$ cat src/rtl/debug_uart_rx.sv
// Debug UART receiver: synchronizes the selected RX line, oversamples it 16x per bit
// and deframes 8N1 bytes into a one-entry valid/ready holding register.
module debug_uart_rx #(
  parameter int SYNC_STAGES = 2
) (
  input  logic       clk,
  input  logic       rst,
  input  logic       baud_wr,
  input  logic [7:0] baud_div,
  input  logic [1:0] rx_sel,
  input  logic       rx1,
  input  logic       rx2,
  input  logic       rx3,
  output logic [7:0] rx_data,
  output logic       rx_valid,
  input  logic       rx_ready,
  output logic       frm_err,
  output logic       ovr_err
);

  typedef enum logic [2:0] {
    S_IDLE,
    S_START,
    S_DATA,
    S_STOP,
    S_WAIT_HI
  } state_e;

  logic [2:0][SYNC_STAGES-1:0] sync_q, sync_d;
  logic [7:0] div_q, div_d;
  logic [8:0] presc_q, presc_d;
  state_e     state_q, state_d;
  logic [3:0] tcnt_q, tcnt_d;
  logic [2:0] bcnt_q, bcnt_d;
  logic [7:0] shreg_q, shreg_d;
  logic [1:0] sel_q, sel_d;
  logic [7:0] rx_data_q, rx_data_d;
  logic       rx_valid_q, rx_valid_d;
  logic       frm_err_q, frm_err_d;
  logic       ovr_err_q, ovr_err_d;

  logic [2:0] rx_in;
  logic       rx_line;
  logic       tick;
  logic       abort;
  logic       deliver;

  // NOTE: every signal written here gets a default first, so no path can infer a latch.
  always_comb begin
    rx_in = {rx3, rx2, rx1};
    for (int i = 0; i < 3; i++) begin
      sync_d[i] = {sync_q[i][SYNC_STAGES-2:0], rx_in[i]};
    end

    case (rx_sel)
      2'd1:    rx_line = sync_q[0][SYNC_STAGES-1];
      2'd2:    rx_line = sync_q[1][SYNC_STAGES-1];
      2'd3:    rx_line = sync_q[2][SYNC_STAGES-1];
      default: rx_line = 1'b1;
    endcase

    tick    = (presc_q == 9'd0) && (div_q != 8'd0);
    div_d   = div_q;
    presc_d = presc_q;
    if (tick) begin
      presc_d = {div_q, 1'b0} - 9'd1;
    end else if (presc_q != 9'd0) begin
      presc_d = presc_q - 9'd1;
    end
    if (baud_wr) begin
      div_d   = baud_div;
      presc_d = 9'd0;
    end

    state_d   = state_q;
    tcnt_d    = tcnt_q;
    bcnt_d    = bcnt_q;
    shreg_d   = shreg_q;
    sel_d     = rx_sel;
    frm_err_d = 1'b0;
    ovr_err_d = 1'b0;
    deliver   = 1'b0;

    case (state_q)
      S_IDLE: begin
        if (!rx_line) begin
          state_d = S_START;
          tcnt_d  = 4'd0;
        end
      end
      S_START: begin
        if (tick) begin
          tcnt_d = tcnt_q + 4'd1;
          if (tcnt_q == 4'd7) begin
            tcnt_d  = 4'd0;
            bcnt_d  = 3'd0;
            state_d = rx_line ? S_IDLE : S_DATA;
          end
        end
      end
      S_DATA: begin
        if (tick) begin
          tcnt_d = tcnt_q + 4'd1;
          if (tcnt_q == 4'd15) begin
            shreg_d = {rx_line, shreg_q[7:1]};
            bcnt_d  = bcnt_q + 3'd1;
            if (bcnt_q == 3'd7) state_d = S_STOP;
          end
        end
      end
      S_STOP: begin
        if (tick) begin
          tcnt_d = tcnt_q + 4'd1;
          if (tcnt_q == 4'd15) begin
            if (rx_line) begin
              deliver = 1'b1;
              state_d = S_IDLE;
            end else begin
              frm_err_d = 1'b1;
              state_d   = S_WAIT_HI;
            end
          end
        end
      end
      S_WAIT_HI: begin
        if (rx_line) state_d = S_IDLE;
      end
      default: state_d = S_IDLE;
    endcase

    // Divisor writes, a dead divisor or a mid-frame input switch drop the frame silently.
    abort = baud_wr || (div_q == 8'd0) || ((state_q != S_IDLE) && (rx_sel != sel_q));
    if (abort) begin
      state_d   = S_IDLE;
      deliver   = 1'b0;
      frm_err_d = 1'b0;
    end

    rx_data_d  = rx_data_q;
    rx_valid_d = rx_valid_q && !rx_ready;
    if (deliver) begin
      if (!rx_valid_q || rx_ready) begin
        rx_data_d  = shreg_q;
        rx_valid_d = 1'b1;
      end else begin
        ovr_err_d = 1'b1;
      end
    end
  end

  // NOTE: sequential state uses non-blocking assignments so every flop samples pre-edge values.
  always_ff @(posedge clk) begin
    if (rst) begin
      sync_q     <= '1;
      div_q      <= 8'd0;
      presc_q    <= 9'd0;
      state_q    <= S_IDLE;
      tcnt_q     <= 4'd0;
      bcnt_q     <= 3'd0;
      shreg_q    <= 8'd0;
      sel_q      <= 2'd0;
      rx_data_q  <= 8'd0;
      rx_valid_q <= 1'b0;
      frm_err_q  <= 1'b0;
      ovr_err_q  <= 1'b0;
    end else begin
      sync_q     <= sync_d;
      div_q      <= div_d;
      presc_q    <= presc_d;
      state_q    <= state_d;
      tcnt_q     <= tcnt_d;
      bcnt_q     <= bcnt_d;
      shreg_q    <= shreg_d;
      sel_q      <= sel_d;
      rx_data_q  <= rx_data_d;
      rx_valid_q <= rx_valid_d;
      frm_err_q  <= frm_err_d;
      ovr_err_q  <= ovr_err_d;
    end
  end

  assign rx_data  = rx_data_q;
  assign rx_valid = rx_valid_q;
  assign frm_err  = frm_err_q;
  assign ovr_err  = ovr_err_q;

endmodule

$ cat config.mk
export PLATFORM = sky130hd
export DESIGN_NAME = debug_uart_rx
export DESIGN_NICKNAME = d
export VERILOG_FILES = /design/src/rtl/debug_uart_rx.sv
export SDC_FILE = /design/constraint.sdc
export NUM_CORES = 1
export LEC_CHECK = 0
export ABC_AREA = 1
export BUFFER_PORTS_ARGS = -buffer_cell sky130_fd_sc_hd__clkbuf_2
export CAP_MARGIN = 20
export CELL_PAD_IN_SITES_DETAIL_PLACEMENT = 1
export CELL_PAD_IN_SITES_GLOBAL_PLACEMENT = 1
export CORE_MARGIN = 3
export CORE_UTILIZATION = 40
export CTS_CLUSTER_SIZE = 24
export DETAILED_ROUTE_END_ITERATION = 8
export PLACE_DENSITY_LB_ADDON = 0.15
export SYNTH_ARGS = -nofsm -noshare
export SYNTH_HDL_FRONTEND = slang
export SYNTH_SLANG_ARGS = --single-unit
export TNS_END_PERCENT = 20
$ cat constraint.sdc
create_clock -name clk -period 2.25 [get_ports clk]
set_input_delay 0.1125 -clock clk [delete_from_list [all_inputs] [get_ports clk]]
set_output_delay 0.1125 -clock clk [all_outputs]
set_load 0.02 [all_outputs]
* Word-level counts from Yosys, hierarchy flattened
Index checks and enable logic that the tools add are counted.
Storage, ports and cells: bits in registers 54, input port bits 17, output and inout bits 11, logic and storage cells 104
Cells by class: add/subtract/negate cells 4, equal/unequal tests 21, mux-type cells 34, bitwise logic cells 4, reductions and logical operators 27
Operator list (count):
- $mux 3 | 14
- $mux 9 | 2
- $ne 2x2->1 const B | 9
- $sub 9x1->9 const B | 2
- $mux 4 | 4
- $pmux 3 s5 | 1
- $pmux 4 s3 | 1
- $logic_not 9->1 | 1
- $mux 1 | 9
- $reduce_and 9->1 | 1
- $reduce_bool 9->1 | 1
- $logic_not 8->1 | 1
- $reduce_bool 8->1 | 1
- $reduce_or 2->1 | 4
- $eq 3x2->1 const B | 2
- $eq 3x3->1 const B | 2
- $pmux 3 s2 | 1
- $reduce_bool 3->1 | 2
- $reduce_and 5->1 | 1
- $reduce_or 5->1 | 1
- $add 4x1->4 const B | 1
- $eq 2x2->1 const B | 2
- $eq 4x3->1 const B | 1
- $eq 4x4->1 const B | 1
- other kinds (16) | 25

* Logic depth before layout (Yosys ltp)
Gate-level depths: netlist of run 1.
word-level depth 9, mapped depth 11, mapped depth without buffers 11

* Worst setup path after synthesis of run 1
No wires, ideal clock.
path kind register to register, start point register presc_q[0], end point register rx_data_q[3], in the netlist rx_data[3], library setup time 110 ps, data arrival time 1460 ps, data required time 2140 ps, setup slack 680 ps, cell stages (with the launch flop) 11, path buffers 1, period minus slack after synthesis 1570 ps, cells stage by stage dfxtp_1 > inv_1 > ha_1 > nand2_2 > nor2_4 > nand3_4 > nor2_8 > buf_6 > nand4_1 > nand2_1 > nor2_1
Between the ends: longest elaborated chain between the ends 6
Ends and longest elaborated chain:
- from (decl) | RTL line 31 | logic [8:0] presc_q, presc_d;
- from (signal assigned) | RTL line 169 | presc_q <= presc_d;
- $logic_not 9->1 | RTL line 62 | tick = (presc_q == 9'd0) && (div_q != 8'd0);
- $logic_and 1x1->1 | RTL line 62
- $mux 1 | RTL line 112 | if (tick) begin
- $mux 1 | RTL line 84 | case (state_q)
- $mux 1 | RTL line 133 | if (abort) begin
- $reduce_and 2->1 (no source line)
- to (signal assigned) | RTL line 175 | rx_data_q <= rx_data_d;
- to (decl) | RTL line 37 | logic [7:0] rx_data_q, rx_data_d;
No other way between the ends. A chain may end at the register's enable or synchronous reset.

* Final worst setup path of run 1
start point register presc_q[0], end point register shreg_q[2]
Between the ends: longest elaborated chain between the ends 3
Ends and longest elaborated chain:
- $logic_not 9->1 | RTL line 62
- $logic_and 1x1->1 | RTL line 62
- $reduce_and 3->1 (no source line)
- to (signal assigned) | RTL line 173 | shreg_q <= shreg_d;
- to (decl) | RTL line 35 | logic [7:0] shreg_q, shreg_d;
No other way between the ends.

==> results.sh, run 1 <==
export IMPL_status="finished, final reports clean"
export IMPL_io_buffers=27
export IMPL_final_core_util=0.4751
export IMPL_path_max_fanout=12
export IMPL_die_w_um=88.67
export IMPL_final_common_cell="nor2_1"
export IMPL_hold_violations=0
export IMPL_area_growth_pct=12.86
export IMPL_synth_xor_area_frac=0.03204
export IMPL_fmax_ghz=0.5323
export IMPL_clockRootBuffer="clkbuf_8"
export IMPL_cp_depth=9
export IMPL_slowest_stage="dfxtp_1"
export IMPL_path_class="flop to flop"
export IMPL_r2r_start="presc_q[0]"
export IMPL_multi_input_area_um2=1370
export IMPL_postCtsSetupRepairBufs=0
export IMPL_vias_per_cell=4.916
export IMPL_io_pins=28
export IMPL_clock_sinks=54
export IMPL_min_period_ps=1879
export IMPL_start_util=0.4209
export IMPL_nets=447
export IMPL_grt_max_degree=30
export IMPL_grt_ovfl_total=0
export IMPL_yosys_top_cells_area="dfxtp_1 40%, nor2_1 11%, nand2_1 9.1%"
export IMPL_ys_ff_latch=54
export IMPL_cts_tree="built"
export IMPL_crit_arrival_ps=2090
export IMPL_drt_iter0_drc=53
export IMPL_path_delay_family="simple AND/OR/NAND/NOR gates"
export IMPL_slew_viol_final=0
export IMPL_grt_setup_unrepaired="false"
export IMPL_path_cells="inv_1 > ha_1 > nand2_2 > nor2_4 > nand3_4 > nor2_8 > nand2_4 > o21ai_0 > nor2_1"
export IMPL_drv_cap=0
export IMPL_die_y_um=88.67
export IMPL_mostFrequentLayoutCells="80 x nor2_1, 66 x nand2_1, 63 x inv_1, 54 x dfxtp_1, 29 x o21ai_0"
export IMPL_cp_num_buf_inv=1
export IMPL_end_kind="flop"
export IMPL_worst_clock_skew_ps=4.330
export IMPL_power_mw=2.594
export IMPL_synthesis_instances=392
export IMPL_ant_nets=0
export IMPL_final_cells=502
export IMPL_finalSetupViolations=0
export IMPL_cts_buffers=5
export IMPL_syn_num_nets=415
export IMPL_hp_class="input port to flop"
export IMPL_timing_critical_path_from="presc_q[0]"
export IMPL_cts_max_level=2
export IMPL_ff2ff_setup_slack_ps=370
export IMPL_drc_errors=0
export IMPL_crit_end="shreg_q[2]"
export IMPL_synth_top_area_share=0.3954
export IMPL_regArea_um2=1081
export IMPL_clk_latency_ps=310
export IMPL_tightestPinTransition_ps=505.6
export IMPL_peakVddDrop_mv=0.4331
export IMPL_num_antenna_cells=0
export IMPL_period_share=0.8350
export IMPL_powerDensity_nw_per_um2=840.6
export IMPL_core_area_um2=6495
export IMPL_drive_gt1_frac=0.1506
export IMPL_relSlewSlack=0.6621
export IMPL_synth_area_um2=2734
export IMPL_grt_pass1_vias=2457
export IMPL_synthMuxAreaShare=0
export IMPL_die_area_um2=7862
export IMPL_vias=2468
export IMPL_synth_area_per_cell_um2=6.974
export IMPL_cts_hold_buf=3
export IMPL_tns_ps=0
export IMPL_ys_seq_area_frac=0.3954
export IMPL_cpPeakStageDelay_ps=320
export IMPL_total_leakage_power_nw=1.450
export IMPL_grt_pass1_wl_mm=10.83
export IMPL_yosys_area_top_type="dfxtp_1"
export IMPL_grt_antenna_before_repair=0
export IMPL_ys_warn_count=0
export IMPL_path_clk_slew_ps=100
export IMPL_synth_compound_area_frac=0.1007
export IMPL_clockBufferDepth=2
export IMPL_r2r_cells=9
export IMPL_synthAdderAreaFrac=0.02746
export IMPL_gp_congestion=0.8349
export IMPL_ctsResizeCount=0
export IMPL_dp_hpwl_mm=4.815
export IMPL_routed_wirelength_mm=6.284
export IMPL_final_fill_count=872
export IMPL_start_kind="flop"
export IMPL_dp_cells=491
export IMPL_synth_simple_area_share=0.3410
export IMPL_synth_top_family_by_area="simple AND/OR/NAND/NOR gates"
export IMPL_rows=29
export IMPL_dr_pass1_iters=4
export IMPL_grtUsageTotal=0.1741
export IMPL_critPathRequiredTime_ps=2460
export IMPL_timing_rr_end="shreg_q[2]"
export IMPL_synthDistinctLibCells=31
export IMPL_routedWlPerCell_um=12.52
==> power by group <==
part | internal, mW | switching, mW
Combinational | 0.289 | 0.533
Clock | 0.328 | 0.321
Sequential | 1.04 | 0.0778
Total | 1.66 | 0.932
==> through the flow <==
stage                     hold WS (ps)  setup slack [ps]  instance area, um2
after CTS                        30.45             366.9                3085
after floorplan                  216.3             679.9                2734
after detailed placement         301.0             381.1                2947
after global placement           295.0             493.5                2947
final                            38.43             371.2                3085
after global routing             37.44             154.2                3085
==> synthesized netlist by cell type (all sizes together) <==
master / number
nor2: 87
nand2: 71
inv: 63
dfxtp: 54
o21ai: 29
a21oi: 18
nand3: 18
nand4: 10
xor2: 7
ha: 6
or2: 6
clkbuf: 4
nor3: 4
buf: 3
xnor2: 3
a211oi: 2
clkinv: 2
nand3b: 2
o21a: 2
a31oi: 1
==> worst min path at each step <==
stage / from / depth (start not counted) / to / slack [ps]
2_1_floorplan: rx1 / 1 / sync_d[1] / 220
3_3_place_gp: rx3 / 2 / sync_d[5] / 290
3_5_place_dp: rx3 / 2 / sync_d[5] / 300
4_1_cts: baud_div[2] / 3 / div_q[2] / 30
5_1_grt: baud_div[2] / 3 / div_q[2] / 40
6_report: baud_div[4] / 3 / div_q[4] / 40
==> worst min-delay path, stage by stage <==
cell	delay, ps
clkbuf_2	80
nor2_1	40
nor2_1	80
==> area by class of cell <==
| type | count | share of cell area |
|---|---|---|
| tap | 77 | 0.03122 |
| clock inverter | 3 | 0.01298 |
| clock buffer | 5 | 0.02230 |
| inverter | 65 | 0.08070 |
| timing repair buffer | 32 | 0.05839 |
| sequential | 54 | 0.3504 |
| multi-input combinational | 266 | 0.4440 |
==> cells by family after synthesis <==
logic type / after synthesis
XOR/XNOR: 10
buffers and inverters: 72
adder cells (fa/ha/maj): 6
flip-flops: 54
AND/OR/NAND/NOR: 198
AO/OA/AOI/OAI: 52
==> state kept, by name (all words and copies together) (netlist names), 2 cells and up <==
| name | count |
|---|---|
| sel_q | 2 |
| bcnt_q | 3 |
| sync_q | 3 |
| div_q | 8 |
| rx_data | 8 |
| presc_q | 9 |
| shreg_q | 8 |
| sync_d | 3 |
| tcnt_q | 4 |
| state_q | 3 |
==> per-layer routing <==
layer	vias up	global-route usage	routed length [um]
met5	-	0	0
met3	11	0.02793	132
li1	1283	-	-
met2	23	0.2982	3011
met4	0	0.06181	102
met1	1151	0.2200	3037
No activity file was read; power rests on OpenSTA's default activity.
==> run 2: changes to the inputs <==
CORE_UTILIZATION = 38   (was 40)
clock period = 1.7 ns   (was 2.25 ns; I/O delays follow)
==> results.sh, run 2 (synthesis results as in run 1) <==
export IMPL_path_cells="inv_2 > ha_4 > nand2_4 > nor2_4 > nand3_4 > nor2_8 > buf_12 > buf_16 > nand4_1 > nand2_1 > nor2_2"
export IMPL_drv_cap=0
export IMPL_drt_iter0_drc=78
export IMPL_area_growth_pct=28.28
export IMPL_grtUsageTotal=0.1766
export IMPL_path_clk_slew_ps=100
export IMPL_slowest_stage="dfxtp_2"
export IMPL_nets=481
export IMPL_cpPeakStageDelay_ps=340
export IMPL_path_max_fanout=4
export IMPL_grt_ovfl_total=0
export IMPL_io_pins=28
export IMPL_routedWlPerCell_um=13.28
export IMPL_whs_ps=9.582
export IMPL_drive_gt1_frac=0.2810
export IMPL_num_antenna_cells=0
export IMPL_end_kind="flop"
export IMPL_clockBufferDepth=2
export IMPL_critPathRequiredTime_ps=1920
export IMPL_drc_errors=0
export IMPL_hold_violations=0
export IMPL_tightestPinTransition_ps=773.6
export IMPL_io_buffers=27
export IMPL_dp_slack_ps=-48.07
export IMPL_status="finished, final reports clean"
export IMPL_hp_class="input port to flop"
export IMPL_cp_num_buf_inv=3
export IMPL_slew_viol_final=0
export IMPL_path_delay_family="simple AND/OR/NAND/NOR gates"
export IMPL_grt_setup_unrepaired="true"
export IMPL_clockRootBuffer="clkbuf_8"
export IMPL_final_common_cell="nor2_1"
export IMPL_period_share=0.9784
export IMPL_path_class="flop to flop"
export IMPL_cts_max_level=2
export IMPL_core_area_um2=6869
export IMPL_die_w_um=90.82
export IMPL_crit_arrival_ps=1880
export IMPL_clk_latency_ps=310
export IMPL_cts_buffers=5
export IMPL_routed_wirelength_mm=7.368
export IMPL_tns_ps=0
export IMPL_die_y_um=90.82
export IMPL_dp_hpwl_mm=5.052
export IMPL_dr_pass1_iters=4
export IMPL_rows=30
export IMPL_relSlewSlack=0.4837
export IMPL_grt_antenna_before_repair=0
export IMPL_cts_tree="built"
export IMPL_die_area_um2=8248
export IMPL_grt_max_degree=30
export IMPL_fmax_ghz=0.6012
export IMPL_gp_congestion=0.8000
export IMPL_clock_sinks=54
export IMPL_vias_per_cell=4.742
export IMPL_setup_ws_ps=36.66
export IMPL_mostFrequentLayoutCells="75 x nor2_1, 58 x nand2_1, 55 x inv_1, 45 x dfxtp_1, 30 x buf_4"
export IMPL_grt_pass1_vias=2576
export IMPL_ant_nets=0
export IMPL_start_kind="flop"
export IMPL_worst_clock_skew_ps=7.776
export IMPL_peakVddDrop_mv=0.5101
export IMPL_vias=2632
export IMPL_start_util=0.3980
export IMPL_regMostFlops="presc_q"
export IMPL_powerDensity_nw_per_um2=1050
export IMPL_finalSetupViolations=0
export IMPL_grt_pass1_wl_mm=11.83
export IMPL_total_leakage_power_nw=1.630
export IMPL_min_period_ps=1663
export IMPL_largest_register_ffs=9
-- run 2: layout make-up --
| class | count | area, um2 |
|---|---|---|
| clock buffer | 6 | 72.57 |
| clock inverter | 2 | 17.52 |
| fill | 902 | 3362 |
| inverter | 65 | 251.5 |
| multi-input combinational | 267 | 1474 |
| sequential | 54 | 1092 |
| tap | 96 | 120.1 |
| timing repair buffer | 65 | 479.2 |
-- run 2: worst min-delay path, cell delays in order --
cell and delay, ps:
clkbuf_2 80, nor2_1 40, nor2_1 90
-- run 2: what timing repair did --
| action | CTS | global route |
|---|---|---|
| hold buffers | 4 | 0 |
| pin swaps | 6 | 16 |
| setup buffers | 10 | 7 |
| cloned | 2 | 0 |
| gates resized for setup | 7 | 39 |
| hold endpoints to repair | 4 | 0 |
| endpoints found under the setup margin | 16 | 32 |
-- run 2: through the flow --
stage | cell area, um2 | power, mW | instances | utilization
2_1_floorplan | 2734 | 2.350 | 392 | -
3_3_place_gp | 3075 | 2.669 | 524 | 0.4477
3_5_place_dp | 3075 | 2.710 | 524 | 0.4477
4_1_cts | 3349 | 3.556 | 548 | 0.4876
5_1_grt | 3507 | 3.942 | 555 | 0.5106
6_report | 3507 | 3.682 | 555 | 0.5106
-- run 2: where the power goes --
group | total [mW] | internal, mW | switching (mW)
Combinational | 1.44 | 0.585 | 0.850
Clock | 0.746 | 0.300 | 0.446
Sequential | 1.50 | 1.39 | 0.108
Total | 3.68 | 2.28 | 1.40
-- run 2: worst paths after layout --
check | from | to | slack, ps | cells past startpoint
setup / recovery | presc_q[1] | rx_data[4] | 40 | 11
hold / removal | baud_div[4] | div_q[4] | 10 | 3
setup reg to reg | presc_q[1] | rx_data[4] | 40 | 11
hold reg to reg | sync_d[5] | sync_q[5] | 420 | 1
-- run 2: layer usage --
metal / track usage / wire length [um] / vias to the layer above
met4: 0.06030 / 77 / 0
met2: 0.3119 / 3765 / 34
met5: 0 / 0 / -
li1: - / - / 1350
met3: 0.02667 / 209 / 7
met1: 0.2179 / 3315 / 1241
